File: src/rtl/truth_table_capture.sv
// truth_table_capture: sweeps {A,B,C,D} 0..15, samples f_in after each hold, checks against EXPECTED
// Ports: clk/rst (sync active-high), start (pulse or level), f_in (DUT response),
//        abcd (vector to DUT), busy, done, pass (valid with done), table_out (captured f),
//        mismatch_cnt (0..16), first_fail (lowest failing index, 0 when none).
// Optional: define TTC_STOP_ON_FAIL_EN to end the sweep at the first mismatching vector.
module truth_table_capture #(
   parameter int          HOLD_CYCLES = 20,
   parameter logic [15:0] EXPECTED    = 16'h0000
) (
   input  logic        clk,
   input  logic        rst,
   input  logic        start,
   input  logic        f_in,
   output logic [3:0]  abcd,
   output logic        busy,
   output logic        done,
   output logic        pass,
   output logic [15:0] table_out,
   output logic [4:0]  mismatch_cnt,
   output logic [3:0]  first_fail
);
   typedef enum logic [1:0] {IDLE, DRIVE, DONE} state_t;
   localparam logic [7:0] LAST_CNT = 8'(HOLD_CYCLES - 1);
   state_t      state_q, state_d;
   logic [3:0]  abcd_q, abcd_d, ff_q, ff_d;
   logic [7:0]  cnt_q, cnt_d;
   logic [15:0] tbl_q, tbl_d;
   logic [4:0]  mm_q, mm_d, mm_inc;
   logic        seen_q, seen_d, pass_q, pass_d;
   logic        miss, stop;
   assign miss   = f_in != EXPECTED[abcd_q];
   assign mm_inc = mm_q + {4'd0, miss};
`ifdef TTC_STOP_ON_FAIL_EN
   assign stop = miss;
`else
   assign stop = 1'b0;
`endif
   always_comb begin
      state_d = state_q;
      abcd_d  = abcd_q;
      cnt_d   = cnt_q;
      tbl_d   = tbl_q;
      mm_d    = mm_q;
      ff_d    = ff_q;
      seen_d  = seen_q;
      pass_d  = pass_q;
      if (state_q != DRIVE && start) begin
         state_d = DRIVE;
         abcd_d  = '0;
         cnt_d   = '0;
         tbl_d   = '0;
         mm_d    = '0;
         ff_d    = '0;
         seen_d  = 1'b0;
         pass_d  = 1'b0;
      end else if (state_q == DRIVE) begin
         if (cnt_q != LAST_CNT) begin
            cnt_d = cnt_q + 8'd1;
         end else begin
            cnt_d         = '0;
            tbl_d[abcd_q] = f_in;
            mm_d          = mm_inc;
            if (miss && !seen_q) begin
               ff_d   = abcd_q;
               seen_d = 1'b1;
            end
            // pass uses the count including this final compare
            if (abcd_q == 4'hF || stop) begin
               state_d = DONE;
               pass_d  = mm_inc == 5'd0;
            end else begin
               abcd_d = abcd_q + 4'd1;
            end
         end
      end
   end
   always_ff @(posedge clk) begin
      if (rst) begin
         state_q <= IDLE;
         abcd_q  <= '0;
         cnt_q   <= '0;
         tbl_q   <= '0;
         mm_q    <= '0;
         ff_q    <= '0;
         seen_q  <= 1'b0;
         pass_q  <= 1'b0;
      end else begin
         state_q <= state_d;
         abcd_q  <= abcd_d;
         cnt_q   <= cnt_d;
         tbl_q   <= tbl_d;
         mm_q    <= mm_d;
         ff_q    <= ff_d;
         seen_q  <= seen_d;
         pass_q  <= pass_d;
      end
   end
   assign abcd         = abcd_q;
   assign busy         = state_q == DRIVE;
   assign done         = state_q == DONE;
   assign pass         = pass_q;
   assign table_out    = tbl_q;
   assign mismatch_cnt = mm_q;
   assign first_fail   = ff_q;
endmodule
File: config.mk
export PLATFORM = sky130hd
export DESIGN_NAME = truth_table_capture
export DESIGN_NICKNAME = d
export VERILOG_FILES = /design/src/rtl/truth_table_capture.sv
export SDC_FILE = /design/constraint.sdc
export NUM_CORES = 1
export LEC_CHECK = 0
export ABC_AREA = 0
export CAP_MARGIN = 10
export CORE_ASPECT_RATIO = 0.9
export CORE_MARGIN = 8
export CORE_UTILIZATION = 46
export DETAILED_ROUTE_END_ITERATION = 8
export GPL_TIMING_DRIVEN = 0
export PLACE_DENSITY = 0.77
export SLEW_MARGIN = 20
export SYNTH_ARGS = -nofsm -noshare
export SYNTH_HDL_FRONTEND = slang
export SYNTH_SLANG_ARGS = --single-unit
File: constraint.sdc
create_clock -name clk -period 1.6 [get_ports clk]
set_input_delay 0.4 -clock clk [delete_from_list [all_inputs] [get_ports clk]]
set_output_delay 0.4 -clock clk [all_outputs]
set_load 0.01 [all_outputs]
After elaboration in Yosys (flattened, before gate mapping)
Memory sizes are Yosys's and may differ from the RTL's. A register that Yosys moved wholly into a read port is not among the register bits. Index checks and enable logic that the tools add are counted.

Memories: 1. Output and inout port bits: 32. Register bits: 41. Logic and storage cells: 48. Bits in read-only memories: 16.

Memory list: (no name shown) (words 16, bits a word 1, rd ports 1, clocked after Yosys merged registers in 1, wr ports 0, RTL line 31) `assign miss = f_in != EXPECTED[abcd_q];`.

Eq/ne operators: 7. Order comparisons: 2. Reduce and logical (&&, ||, !) cells: 13. $add $sub $neg: 3. Mux-type cells: 11. Bitwise operators: 2.

Operator list (number): bitwise mux 16 bit (1); AND reduction 3 bit (4); adder 8 x 1 -> 8 bit, second input constant (1); two-way mux 4 bit (2); two-way mux 8 bit (1); != test 8 x 5 -> 1 bit, second input constant (1); two-way mux 1 bit (6); adder 5 x 1 -> 5 bit (1); zero test 5 bit (1); less-than comparator 4 x 5 -> 1 bit, second input constant (1); adder 4 x 1 -> 4 bit, second input constant (1); demux 1 bit (select 4 bit) (1); == test 4 bit, second input constant (1); greater-or-equal comparator 4 x 1 -> 1 bit, second input constant (1); nonzero test 2 bit (2); logical AND 1 bit (3); == test 2 x 1 -> 1 bit, second input constant (1); == test 2 bit, second input constant (1); != test 2 x 1 -> 1 bit, second input constant (1); != test 2 bit, second input constant (1); NOT 1 bit (2); AND reduction 2 bit (1); OR reduction 2 bit (1); zero test 1 bit (1); != test 1 bit (1).

Longest topological paths before layout
Word-level depth: 5. Depth in mapped cells: 7. Mapped depth without buffers: 6.

Worst setup path before layout
OpenSTA, ideal clock, no wires.

Path type: reg2reg. From: reg cnt_q[0]. To: reg abcd_q[3], in the netlist abcd[3]. Arrival: 1437 ps. Data required time: 1468 ps. Path slack: 31 ps. Stages on the path, launching flop included: 7. Library setup time: 132 ps. Path through: dfxtp_1 ha_1 and3b_1 buf_1 nand4b_1 o21ai_0 a21oi_1.

Word-level cells in the longest chain between the ends: 3.

RTL lines: from (decl) (RTL line 26) `logic [7:0] cnt_q, cnt_d;`; from (signal assigned) (RTL line 90) `cnt_q <= cnt_d;`; != test 8 x 5 -> 1 bit (RTL line 57) `if (cnt_q != LAST_CNT) begin`; NOT 1 bit (no source line); AND reduction 3 bit (no source line); to (signal assigned) (RTL line 80) `abcd_q <= '0;`; to (signal assigned) (RTL line 89) `abcd_q <= abcd_d;`; to (decl) (RTL line 25) `logic [3:0] abcd_q, abcd_d, ff_q, ff_d;`.

Every way passes these cells. A chain may end at the register's enable or synchronous reset.

Final worst setup path
From: reg cnt_q[6]. To: reg tbl_q[4], in the netlist table_out[4].

Word-level cells in the longest chain between the ends: 3.

RTL lines: != test 8 x 5 -> 1 bit (RTL line 57); NOT 1 bit (no source line); AND reduction 2 bit (no source line); to (signal assigned) (RTL line 91) `tbl_q <= tbl_d;`; to (decl) (RTL line 27) `logic [15:0] tbl_q, tbl_d;`.

Every way passes these cells.

==> implementation parameters <==
Parameter                              Value

Drt
  Iteration-0 DRC count of the detailed router ... 201
  Antenna viol nets, final ... 0
  Drt first pass iters ... 4
  Final WL ... 5060 um
  DRC violations left ... 0
  Post-detailed-route via-to-cell ratio ... 5.69
  Detailed-route via count ... 1,832
  Detailed-route wire length per cell ... 15.7 um

Finish
  Filler instances ... 332
  Diode insertion count for antenna repair ... 0
  Final-stage net count ... 285
  Fraction of layout instances using a drive strength above 1 ... 19.3%
  Final core area utilization ... 65.4%
  Most used cells in the layout excluding fill and tap cells ... dfxtp_1 (30), nand4_1 (26), a21oi_1 (22)
  Layout-stage area growth over the synthesis result ... 38.9%
  Most frequent standard cell in the layout excluding fill and tap cells ... dfxtp_1
  Count of non-filler cells in the finished layout ... 322

Critical path
  Type of the worst setup path ... register to register
  Worst Path Arrival ... 1.78 ns
  Data required time at the worst endpoint ... 1.78 ns
  CP startpoint kind ... register
  Maximum fanout count along the critical path ... 7
  Nature of the critical path endpoint ... register

STA
  Worst clock skew on the final layout ... 0.00296 ns
  Number of endpoints with negative hold slack in the final report ... 0
  Crit share post-route ... 100%
  Unrepaired setup endpoints after global routing ... true
  Number of pins exceeding their max-slew limit in the final report ... 0
  Normalized max-slew margin ... 72.6%
  Worst setup margin ... -0.00198 ns
  Tightest Pin Transition ... 0.411 ns
  Final setup TNS ... -0.00198 ns
  Maximum clock frequency ... 0.624 GHz
  Total setup violations reported at the end of the flow ... 1
  Post-layout minimum cycle time ... 1.60 ns

Die
  DIE WIDTH ... 83.6 um
  I/O pin count ... 36
  Area of the die ... 6430 um2
  Initial cell density of the core ... 47.1%
  Total core area ... 4020 um2
  Die Ht ... 76.9 um
  Std-Cell Rows ... 22

Min path
  Class of the tightest hold or removal check ... register to register

Outcome
  Status ... finished with violations
  Violated checks ... negative setup slack

Synth
  Cells after Synth ... 221
  Fraction of synthesized cell area in xor and xnor cells ... 4.63%
  Sequential cell area fraction in the yosys report ... 43.4%
  Synthesized-area fraction occupied by and/or/nand/nor cells ... 26.2%
  Number of storage elements in the synthesis netlist ... 41
  Commonest register cell after synthesis ... dfxtp_1
  Main combinational cell family by area after synthesis ... simple AND/OR/NAND/NOR gates
  Post-Synth Adder-Cell Area ... 4.63%
  Count of synthesis-stage warnings from yosys ... 0
  EDFF count, synth ... 0
  Count of distinct cell types in the synthesized netlist ... 33
  Total nets after synthesis ... 232
  Syn avg cell area ... 8.57 um2
  Post-Synthesis Cell Area ... 1890 um2
  Post-synth ARST share ... 0%
  Area fraction in compound gates after synthesis ... 12.6%
  Fraction of synthesized area in multiplexers ... 3.70%

Clock network
  Htree depth ... 2
  Clock sink total ... 41
  TritonCTS clock tree ... yes
  Deepest clock path buffer count ... 2
  Clock Pin Slew Worst Setup and Hold Paths ... 0.07 ns
  Latest clock arrival within the worst-skew pair ... 0.29 ns
  Clock tree root driver cell ... clkbuf_8
  Number of buffers added by the clock tree synthesis step ... 5

Global route
  Vias in the first global route ... 1,721
  Residual overflow from global routing ... 0
  Antenna violations before repair ... 0
  Maximum number of pins on one net before global-route repair ... 12
  GRT Overall Usage ... 14.9%
  First-pass GRT wire length ... 8120 um

Power
  Ratio of total power to cell area ... 678 nW/um2
  Cell leakage power ... 1.31 nW
  Overall power ... 1.78 mW
  Worst ir drop on vdd ... 0.503 mV

Job
  Max-cap violations ... 0

Placement
  Routability cong. ... 0.836
  Number of cells after detailed placement ... 304
  HPWL reported at the end of detailed placement ... 3420 um
  # port buffers ... 35
  Post-placement setup slack ... -0.402 ns
## kinds of logic (layout without fill, tap and decap cells)
family	Yosys count	count (layout)
buf+inv	20	73
xor+xnor	10	10
compound gates	46	46
fa+ha+maj	7	7
simple gates	90	90
flops	41	41
mux	7	7
## state kept, by name (all words and copies together) (netlist names)
| register | flops |
|---|---|
| table_out | 16 |
| mismatch_cnt | 5 |
| first_fail | 4 |
| state_q | 2 |
| seen_q | 1 |
| cnt_q | 8 |
| abcd | 4 |
| pass | 1 |
## power breakdown
group | switching, mW | leakage, nW | internal (mW)
clock | 0.336 | 0.0443 | 0.342
sequential | 0.00634 | 0.336 | 1.02
combinational | 0.0486 | 0.932 | 0.0279
## metal layers
metal  global-route usage, %  part of all wire, %  wire length, um
met1                    18.7                   43             2170
met2                    23.4                   49             2450
met3                    3.59                  6.7              341
met4                    6.38                  1.8               92
met5                       0                    0                0
## synthesized netlist by cell type (4+ instances only)
library cell | n | share of area [%]
clkbuf_1 | 6 | 1.2
xnor2_1 | 4 | 1.9
a21oi_1 | 25 | 6.6
nor2_1 | 22 | 4.4
nand4_1 | 26 | 8.6
and3_1 | 5 | 1.7
nand3_1 | 4 | 1.1
dfxtp_1 | 41 | 43
ha_1 | 7 | 4.6
nand2b_1 | 4 | 1.3
nand2_1 | 16 | 3.2
o21ai_0 | 18 | 4.8
mux2i_1 | 7 | 3.7
xor2_1 | 6 | 2.8
inv_1 | 6 | 1.2
## stage by stage
step | cell area, um2 | hold WS (ns)
2_1_floorplan | 1890 | 0.426
3_3_place_gp | 2300 | 0.433
3_5_place_dp | 2300 | 0.458
4_1_cts | 2460 | 0.469
5_1_grt | 2630 | 0.494
6_report | 2630 | 0.461
## critical path, cell delays in order (launching register included)
cell,delay [ns]
dfxtp_4,0.36
nor4b_4,0.39
buf_6,0.18
nand4_1,0.24
o21ai_1,0.23
a21oi_1,0.09
## final timing paths
path	slack (ns)	depth (start not counted)	to	from
worst min register to register	0.46	2	table_out[10]$_SDFFE_PP0P_	table_out[10]$_SDFFE_PP0P_
worst min-delay path	0.46	2	table_out[10]$_SDFFE_PP0P_	table_out[10]$_SDFFE_PP0P_
worst max-delay path	-0.002	5	table_out[4]$_SDFFE_PP0P_	cnt_q[6]$_SDFFE_PP0P_
worst max register to register	-0.002	5	table_out[4]$_SDFFE_PP0P_	cnt_q[6]$_SDFFE_PP0P_
## what timing repair did
item                       in CTS  in global routing
setup endpoints to repair      45                 50
pin swaps                       5                 17
gates cloned                    0                  1
buffers inserted                2                  9
gates resized for setup        38                 45
hold buffers                    0                  0
## cell type report
class,count,area [um2],share of cell area [%]
Tap cell,48,60.1,2.28
Clock buffer,7,86.3,3.28
Buffer,13,109,4.14
Timing Repair Buffer,47,489,18.6
Inverter,6,22.5,0.856
Sequential cell,41,837,31.8
Multi-Input combinational cell,160,1030,39.0
Power figures use the tool's default switching activity.
